### src/rtl/router_ingress_arb.sv
// router_ingress_arb: packet-granular round-robin arbiter sharing the router's
// single ingress byte stream between NREQ sources. A grant is held for a whole
// packet. Router backpressure reaches only the granted source. One idle GAP
// cycle follows every packet so that the router sees a fresh pkt_valid edge.
// Optional feature: define ROUTER_ARB_WATCHDOG_EN to build a busy watchdog
// that aborts a grant after WDOG_CYC consecutive router_busy cycles.
module router_ingress_arb #(
   parameter int unsigned NREQ     = 4,
   parameter int unsigned DW       = 8,
   parameter int unsigned WDOG_CYC = 64
) (
   input  logic                    clock,
   input  logic                    reset,
   input  logic [NREQ-1:0]         req_pkt_valid,
   input  logic [NREQ*DW-1:0]      req_data,
   output logic [NREQ-1:0]         req_busy,
   input  logic                    router_busy,
   output logic                    router_pkt_valid,
   output logic [DW-1:0]           router_data,
   output logic [NREQ-1:0]         grant,
   output logic [$clog2(NREQ)-1:0] grant_id,
   output logic                    pkt_done,
   output logic                    wdog_abort
);

   localparam int unsigned    IDW      = $clog2(NREQ);
   localparam logic [IDW-1:0] LAST_RST = IDW'(NREQ - 1);

   if (NREQ < 2 || NREQ > 8 || WDOG_CYC < 1) begin : g_cfg_err
      $error("router_ingress_arb: NREQ must be 2..8 and WDOG_CYC at least 1");
   end

   typedef enum logic [1:0] {
      ST_IDLE,
      ST_HOLD,
      ST_GAP
   } state_e;

   state_e         state_q, state_d;
   logic [NREQ-1:0] grant_q, grant_d;
   logic [IDW-1:0]  grant_id_q, grant_id_d;
   logic [IDW-1:0]  last_q, last_d;
   logic            pkt_done_q, pkt_done_d;

   logic [DW-1:0]   src_data [NREQ];
   logic            win_found;
   logic [IDW-1:0]  win_id;
   logic [IDW-1:0]  scan_idx;

`ifdef ROUTER_ARB_WATCHDOG_EN
   localparam int unsigned WCW = $clog2(WDOG_CYC + 1);
   logic [WCW-1:0] wcnt_q, wcnt_d;
   logic           wdog_abort_q, wdog_abort_d;
`endif

   // Split the flat source data bus into one byte lane per source.
   always_comb begin
      for (int unsigned i = 0; i < NREQ; i++) begin
         src_data[i] = req_data[i*DW +: DW];
      end
   end

   // Round-robin search: first requester at or after last+1, cyclically.
   always_comb begin
      win_found = 1'b0;
      win_id    = '0;
      scan_idx  = '0;
      for (int unsigned k = 1; k <= NREQ; k++) begin
         scan_idx = IDW'((32'(last_q) + k) % NREQ);
         if (!win_found && req_pkt_valid[scan_idx]) begin
            win_found = 1'b1;
            win_id    = scan_idx;
         end
      end
   end

   // Combinational datapath mux and per-source backpressure.
   always_comb begin
      router_pkt_valid = 1'b0;
      router_data      = '0;
      req_busy         = '1;
      if (state_q == ST_HOLD) begin
         router_pkt_valid     = req_pkt_valid[grant_id_q];
         router_data          = src_data[grant_id_q];
         req_busy[grant_id_q] = router_busy;
      end
   end

   // Next-state logic: arbitrate in IDLE, hold for a packet, one GAP cycle.
   always_comb begin
      state_d    = state_q;
      grant_d    = grant_q;
      grant_id_d = grant_id_q;
      last_d     = last_q;
      pkt_done_d = 1'b0;
`ifdef ROUTER_ARB_WATCHDOG_EN
      wcnt_d       = wcnt_q;
      wdog_abort_d = 1'b0;
`endif
      unique case (state_q)
         ST_IDLE: begin
            if (win_found) begin
               state_d         = ST_HOLD;
               grant_d         = '0;
               grant_d[win_id] = 1'b1;
               grant_id_d      = win_id;
               last_d          = win_id;
`ifdef ROUTER_ARB_WATCHDOG_EN
               wcnt_d          = '0;
`endif
            end
         end
         ST_HOLD: begin
            if (!router_busy) begin
`ifdef ROUTER_ARB_WATCHDOG_EN
               wcnt_d = '0;
`endif
               // Valid low with no stall is the accepted parity beat.
               if (!req_pkt_valid[grant_id_q]) begin
                  pkt_done_d = 1'b1;
                  state_d    = ST_GAP;
                  grant_d    = '0;
               end
            end
`ifdef ROUTER_ARB_WATCHDOG_EN
            else if (wcnt_q == WCW'(WDOG_CYC - 1)) begin
               wdog_abort_d = 1'b1;
               state_d      = ST_GAP;
               grant_d      = '0;
               wcnt_d       = '0;
            end else begin
               wcnt_d = wcnt_q + 1'b1;
            end
`endif
         end
         ST_GAP: begin
            state_d = ST_IDLE;
         end
         default: begin
            state_d = ST_IDLE;
            grant_d = '0;
         end
      endcase
   end

   // State, grant and round-robin pointer registers.
   always_ff @(posedge clock) begin
      if (reset) begin
         state_q    <= ST_IDLE;
         grant_q    <= '0;
         grant_id_q <= '0;
         last_q     <= LAST_RST;
         pkt_done_q <= 1'b0;
      end else begin
         state_q    <= state_d;
         grant_q    <= grant_d;
         grant_id_q <= grant_id_d;
         last_q     <= last_d;
         pkt_done_q <= pkt_done_d;
      end
   end

`ifdef ROUTER_ARB_WATCHDOG_EN
   // Watchdog counter and abort pulse register.
   always_ff @(posedge clock) begin
      if (reset) begin
         wcnt_q       <= '0;
         wdog_abort_q <= 1'b0;
      end else begin
         wcnt_q       <= wcnt_d;
         wdog_abort_q <= wdog_abort_d;
      end
   end

   assign wdog_abort = wdog_abort_q;
`else
   assign wdog_abort = 1'b0;
`endif

   assign grant    = grant_q;
   assign grant_id = grant_id_q;
   assign pkt_done = pkt_done_q;

endmodule

### config.mk
export PLATFORM = sky130hd
export DESIGN_NAME = router_ingress_arb
export DESIGN_NICKNAME = d
export VERILOG_FILES = /design/src/rtl/router_ingress_arb.sv
export SDC_FILE = /design/constraint.sdc
export NUM_CORES = 1
export LEC_CHECK = 0
export BUFFER_PORTS_ARGS = -buffer_cell sky130_fd_sc_hd__buf_2
export CELL_PAD_IN_SITES_DETAIL_PLACEMENT = 1
export CELL_PAD_IN_SITES_GLOBAL_PLACEMENT = 2
export CORE_ASPECT_RATIO = 0.9
export CORE_MARGIN = 3
export CORE_UTILIZATION = 20
export DETAILED_ROUTE_END_ITERATION = 16
export PLACE_DENSITY = 0.76
export SYNTH_ARGS = -nofsm -noshare
export SYNTH_HDL_FRONTEND = slang
export SYNTH_SLANG_ARGS = --single-unit
### constraint.sdc
create_clock -name clock -period 1.7 [get_ports clock]
set_clock_uncertainty 0.1 [all_clocks]
set_input_delay 0.34 -clock clock [delete_from_list [all_inputs] [get_ports clock]]
set_output_delay 0.34 -clock clock [all_outputs]
set_load 0.01 [all_outputs]
Word level (Yosys, flattened, before mapping)

Cells that the tools add are included.

Reduce and logical (&&, ||, !) cells: 13
Equal/unequal tests: 5
Mux-type cells: 37
Add/sub/neg operators: 4
Bitwise logic cells: 5
$lt $le $gt $ge: 9

Operators with widths:

| kind                | count |
|---|---|
| $mux 8              | 3 |
| $lt 2x3->1 const B  | 6 |
| $bmux 8 s2          | 1 |
| $mux 4              | 4 |
| $mux 2              | 7 |
| $mux 1              | 13 |
| $pmux 4 s3          | 1 |
| $bmux 1 s2          | 5 |
| $ne 2x2->1 const B  | 3 |
| $logic_and 1x1->1   | 5 |
| $add 2x1->2 const B | 2 |
| $add 2x2->2 const B | 2 |
| $demux 1 s2         | 2 |
| $ge 2x1->1 const B  | 2 |
| $not 4->4           | 1 |
| $or 4x4->4          | 1 |
| $pmux 2 s2          | 1 |
| $reduce_and 4->1    | 1 |
| $ge 3x3->1 const B  | 1 |
| $logic_not 1->1     | 3 |
| $not 2->3           | 1 |
| $reduce_and 3->1    | 1 |
| $reduce_or 3->1     | 1 |
| $eq 2x1->1 const B  | 1 |
| 4 further kinds     | 5 |

Output and inout port bits: 21
Flip-flop bits (word level): 11
Word-level logic and storage cells: 78
Input bits: 39

Depth between registers and ports, before layout

Depth after elaboration: 19
Gate-level depth with buffers: 5

Least setup slack after synthesis

Ideal clock, no wire load.

Path kind: reg2out
From: register grant_id_q[0] (netlist: grant_id[0])
To: output router_data[0]
Buffers on the path: 2
Arrival: 1.400 ns
Slack: -0.140 ns
Cell stages (with the launch flop): 5
Path through: dfxtp_1 > buf_6 > buf_2 > mux4_2 > nor2b_1

Word-level cells in the longest chain between the ends: 5

RTL lines:

| item                                       | RTL line | text |
|---|---|---|
| start, declared                            | 41       | `logic [IDW-1:0] grant_id_q, grant_id_d;` |
| start signal, assigned                     | 157      | `grant_id_q <= grant_id_d;` |
| $not 2->3 (not written as such)            | 84       | `router_data = src_data[grant_id_q];` |
| $bmux 8 s2                                 | 84       |  |
| $mux 8 (not written as such) (2 in series) | 84       |  |
| $mux 8                                     | 82       | `if (state_q == ST_HOLD) begin` |
| end, declared                              | 19       | `output logic [DW-1:0] router_data,` |

Every way passes these cells. The select of a mux whose other input is x is not followed.

Final worst setup path

From: register grant_id_q[0] (netlist: grant_id[0])
To: output router_data[7]

The elaborated chain is that of the path after synthesis.

==> out/qor.csv <==
stage;metric;value;unit
floorplanning;die area;5320;sq um
clock_network;CTS tree;yes;
floorplanning;Die X;76.5;um
min_path;startpoint of the worst hold path;router_busy;
timing;setup tns final;-1920;ps
routing;DRT iter0 DRCs;15;
place;GP Congestion;0.721;
routing;Antenna Violating Nets Remaining;0;
place;port buffer count;58;
timing;final setup fails;9;
clock_network;clk root buf;clkbuf_8;
timing;Fmax achieved;517;MHz
finish;Final #Nets;201;
timing;period utilization;114;%
pwr;Tot Pwr;0.00107;W
global_route;GR Overflow Total;0;
logic_synthesis;cell accounting for the most synthesized area;dfxtp_1;
critical_path;CP Launch Type;register;
pwr;P_leak;0.639;nW
min_path;Hold WC Path Type;in -> reg;
logic_synthesis;top cells by area, synth;dfxtp_1 (25%), mux4_2 (13%), mux4_1 (8.8%);
routing;routed vias;1000;
critical_path;Critical R2R Launch;grant_id[0];
global_route;vias in the first global route;1066;
pwr;Logic pwr share;47.2;%
pwr;switching pwr;0.000335;W
floorplanning;Starting Density;21.4;%
clock_network;TritonCTS buffer count;3;
clock_network;worst skew pair latency;230;ps
timing;RSZ-0062 raised after global routing;true;
routing;residual DRC count;0;
global_route;initial antenna violation count;0;
critical_path;Critical Path RT;1260;ps
timing;Fin. Hold Viols;0;
timing;Max Transition Viols Final;0;
timing;crit path time final;1930;ps
pwr;Peak VDD IR;0.287;mV
logic_synthesis;register area share after synthesis;24.6;%
logic_synthesis;EDFF count, synth;0;
critical_path;Worst setup startpoint;grant_id[0];
critical_path;Crit Reg-Reg Endpoint;grant[3];
floorplanning;CORE AREA;4180;sq um
logic_synthesis;Gate Count Post-Synth;94;
logic_synthesis;Netlist cell types;35;
routing;DRT Pass-1 Iters;4;
floorplanning;IO Count;60;
pwr;Clk pwr share;23.5;%
global_route;GRT Total Usage;11.9;%
finish;# fillers;518;
place;Cells after DPL;215;
clock_network;CTS H-tree lvls;1;
pwr;internal power;0.000739;W
logic_synthesis;Synth Flop Type;dfxtp_1;
pwr;Pwr per Cell Area;747;nW/um^2
logic_synthesis;synthesized area per cell;9.53;sq um
routing;Vias/cell;4.52;
logic_synthesis;Synth Warn #;0;
finish;layout cell share with drive strength beyond 1;59.6;%
critical_path;CP max FO;8;
floorplanning;die height;69.5;um
logic_synthesis;Mapped Area;896;sq um
clock_network;CTS Sinks;11;
place;DP HPWL;2.55;mm
logic_synthesis;number of synthesized register bits;11;
status;status;finished with violations;
place;pre-CTS WS;-86.8;ps
timing;final setup margin;-233;ps
global_route;largest net degree at the start of global routing;15;
clock_network;CTS clk-pin slew, worst paths;50;ps
status;violations in the final reports;setup timing;
finish;post-route insts no fill;221;
critical_path;CP arrival;1490;ps
job;Max Cap Violations;0;
clock_network;Longest Clk Path Bufs;2;
floorplanning;row count;22;
routing;wire per inst;14.0;um
pwr;sw frac;31.2;%
finish;antenna cells;0;
logic_synthesis;top-area cell type share of the netlist area;24.6;%
clock_network;cts hold-fix bufs;0;
min_path;Worst Hold Depth;2;
routing;Routed WL;3.10;mm
logic_synthesis;Mapped Nets;133;
pwr;sequential share of power;29.3;%
critical_path;crit end category;output port;
min_path;Hold EP;pkt_done;
logic_synthesis;Post-synth ARST share;0;%
global_route;first-pass GRT wire length;5.15;mm
finish;Layout Utilization;34.4;%
critical_path;R2R Setup Slk;60;ps
finish;P&R area growth vs syn;60.6;%
critical_path;WS Path Type;reg -> out;
critical_path;reg2reg path depth;5;
## registers in the layout, indices dropped and copies added (netlist names)
signal    flops
grant         4
grant_id      2
last_q        2
pkt_done      1
state_q       2
## logic make-up (layout without fill, tap and decap cells)
family,Yosys count,count (layout),share of synthesized area (%)
compound gates,18,18,16.1
buf+inv,10,77,5.73
flops,11,11,24.6
mux,10,10,24.2
other cells,1,1,0.419
simple gates,44,44,29.0
## cell usage after synthesis (2+ instances only)
| library cell | n |
|---|---|
| and2_1 | 2 |
| o21ai_0 | 2 |
| nor2b_1 | 12 |
| a21oi_1 | 5 |
| nor4_1 | 2 |
| mux4_2 | 5 |
| nor2_1 | 8 |
| a32o_1 | 3 |
| nand3_1 | 2 |
| inv_1 | 3 |
| clkbuf_1 | 3 |
| dfxtp_1 | 11 |
| mux4_1 | 3 |
| a21o_1 | 2 |
| o32ai_1 | 2 |
| nand2_1 | 4 |
| buf_2 | 2 |
| nand3b_1 | 2 |
| nand2b_1 | 5 |
## critical path, stage by stage (launching register included)
cell,delay (ps)
dfxtp_4,360
buf_12,130
mux4_2,480
nor2b_1,140
buf_2,140
## placed cells by master, fill, tap and decap left out, types with 2 or more instances in the layout
master    Yosys  final
and2_1        2      2
nand2b_1      5      4
nor2b_1      12      9
buf_6         1      5
buf_2         2     55
mux4_2        5      8
nand3b_1      2      2
o32ai_1       2      2
buf_4         1      9
dfxtp_1      11      8
nand3_1       2      2
nand2_1       4      4
dfxtp_4       0      2
nor4_1        2      2
a21o_1        2      2
o21ai_0       2      2
inv_1         3      3
nor2_1        8      8
a32o_1        3      2
nor2b_4       0      3
clkbuf_8      0      3
a21oi_1       5      5
## what timing repair did
| item | 4_1_cts | 5_1_grt |
|---|---|---|
| setup endpoints to repair | 15 | 16 |
| setup buffers | 0 | 2 |
| pin swaps | 0 | 2 |
| gates resized for setup | 6 | 18 |
| hold endpoints to repair | 0 | 0 |
## per-stage QoR
step	hold slack, ps	cell area [sq um]
3_5_place_dp	362	1310
4_1_cts	261	1350
5_1_grt	301	1440
3_3_place_gp	355	1310
2_1_floorplan	319	903
6_report	293	1440
## layout make-up
cell class / count / area [sq um] / share of cell area, %
repair buffers: 70 / 419 / 29.1
flip-flops and latches: 11 / 229 / 15.9
multi-input cells: 73 / 659 / 45.8
clock buffers: 4 / 45.0 / 3.13
well taps: 60 / 75.1 / 5.22
inverters: 3 / 11.3 / 0.783
## power groups by stage
stage	logic (W)	clock network [W]	registers, W
floorplan	0.000273	0	0.000318
global placement	0.000435	0	0.000324
detailed placement	0.000445	0	0.000327
CTS	0.000453	0.000267	0.000323
global route	0.000561	0.000285	0.000318
finish	0.000507	0.000253	0.000315
## per-layer routing
layer  part of all wire [%]  up-vias  track usage (%)
met5                      0        -                0
met4                   0.45        0             1.81
met3                    6.6        2             4.03
met2                     53       41             22.1
met1                     40      478             13.3
li1                       -      479                -
## worst max path at each step
stage                        to  cells after the start
5_1_grt          router_data[4]                      4
3_5_place_dp           grant[3]                      4
4_1_cts          router_data[6]                      4
2_1_floorplan  router_pkt_valid                      5
6_report         router_data[7]                      4
3_3_place_gp     router_data[7]                      4
(Power assumes the default switching activity.)
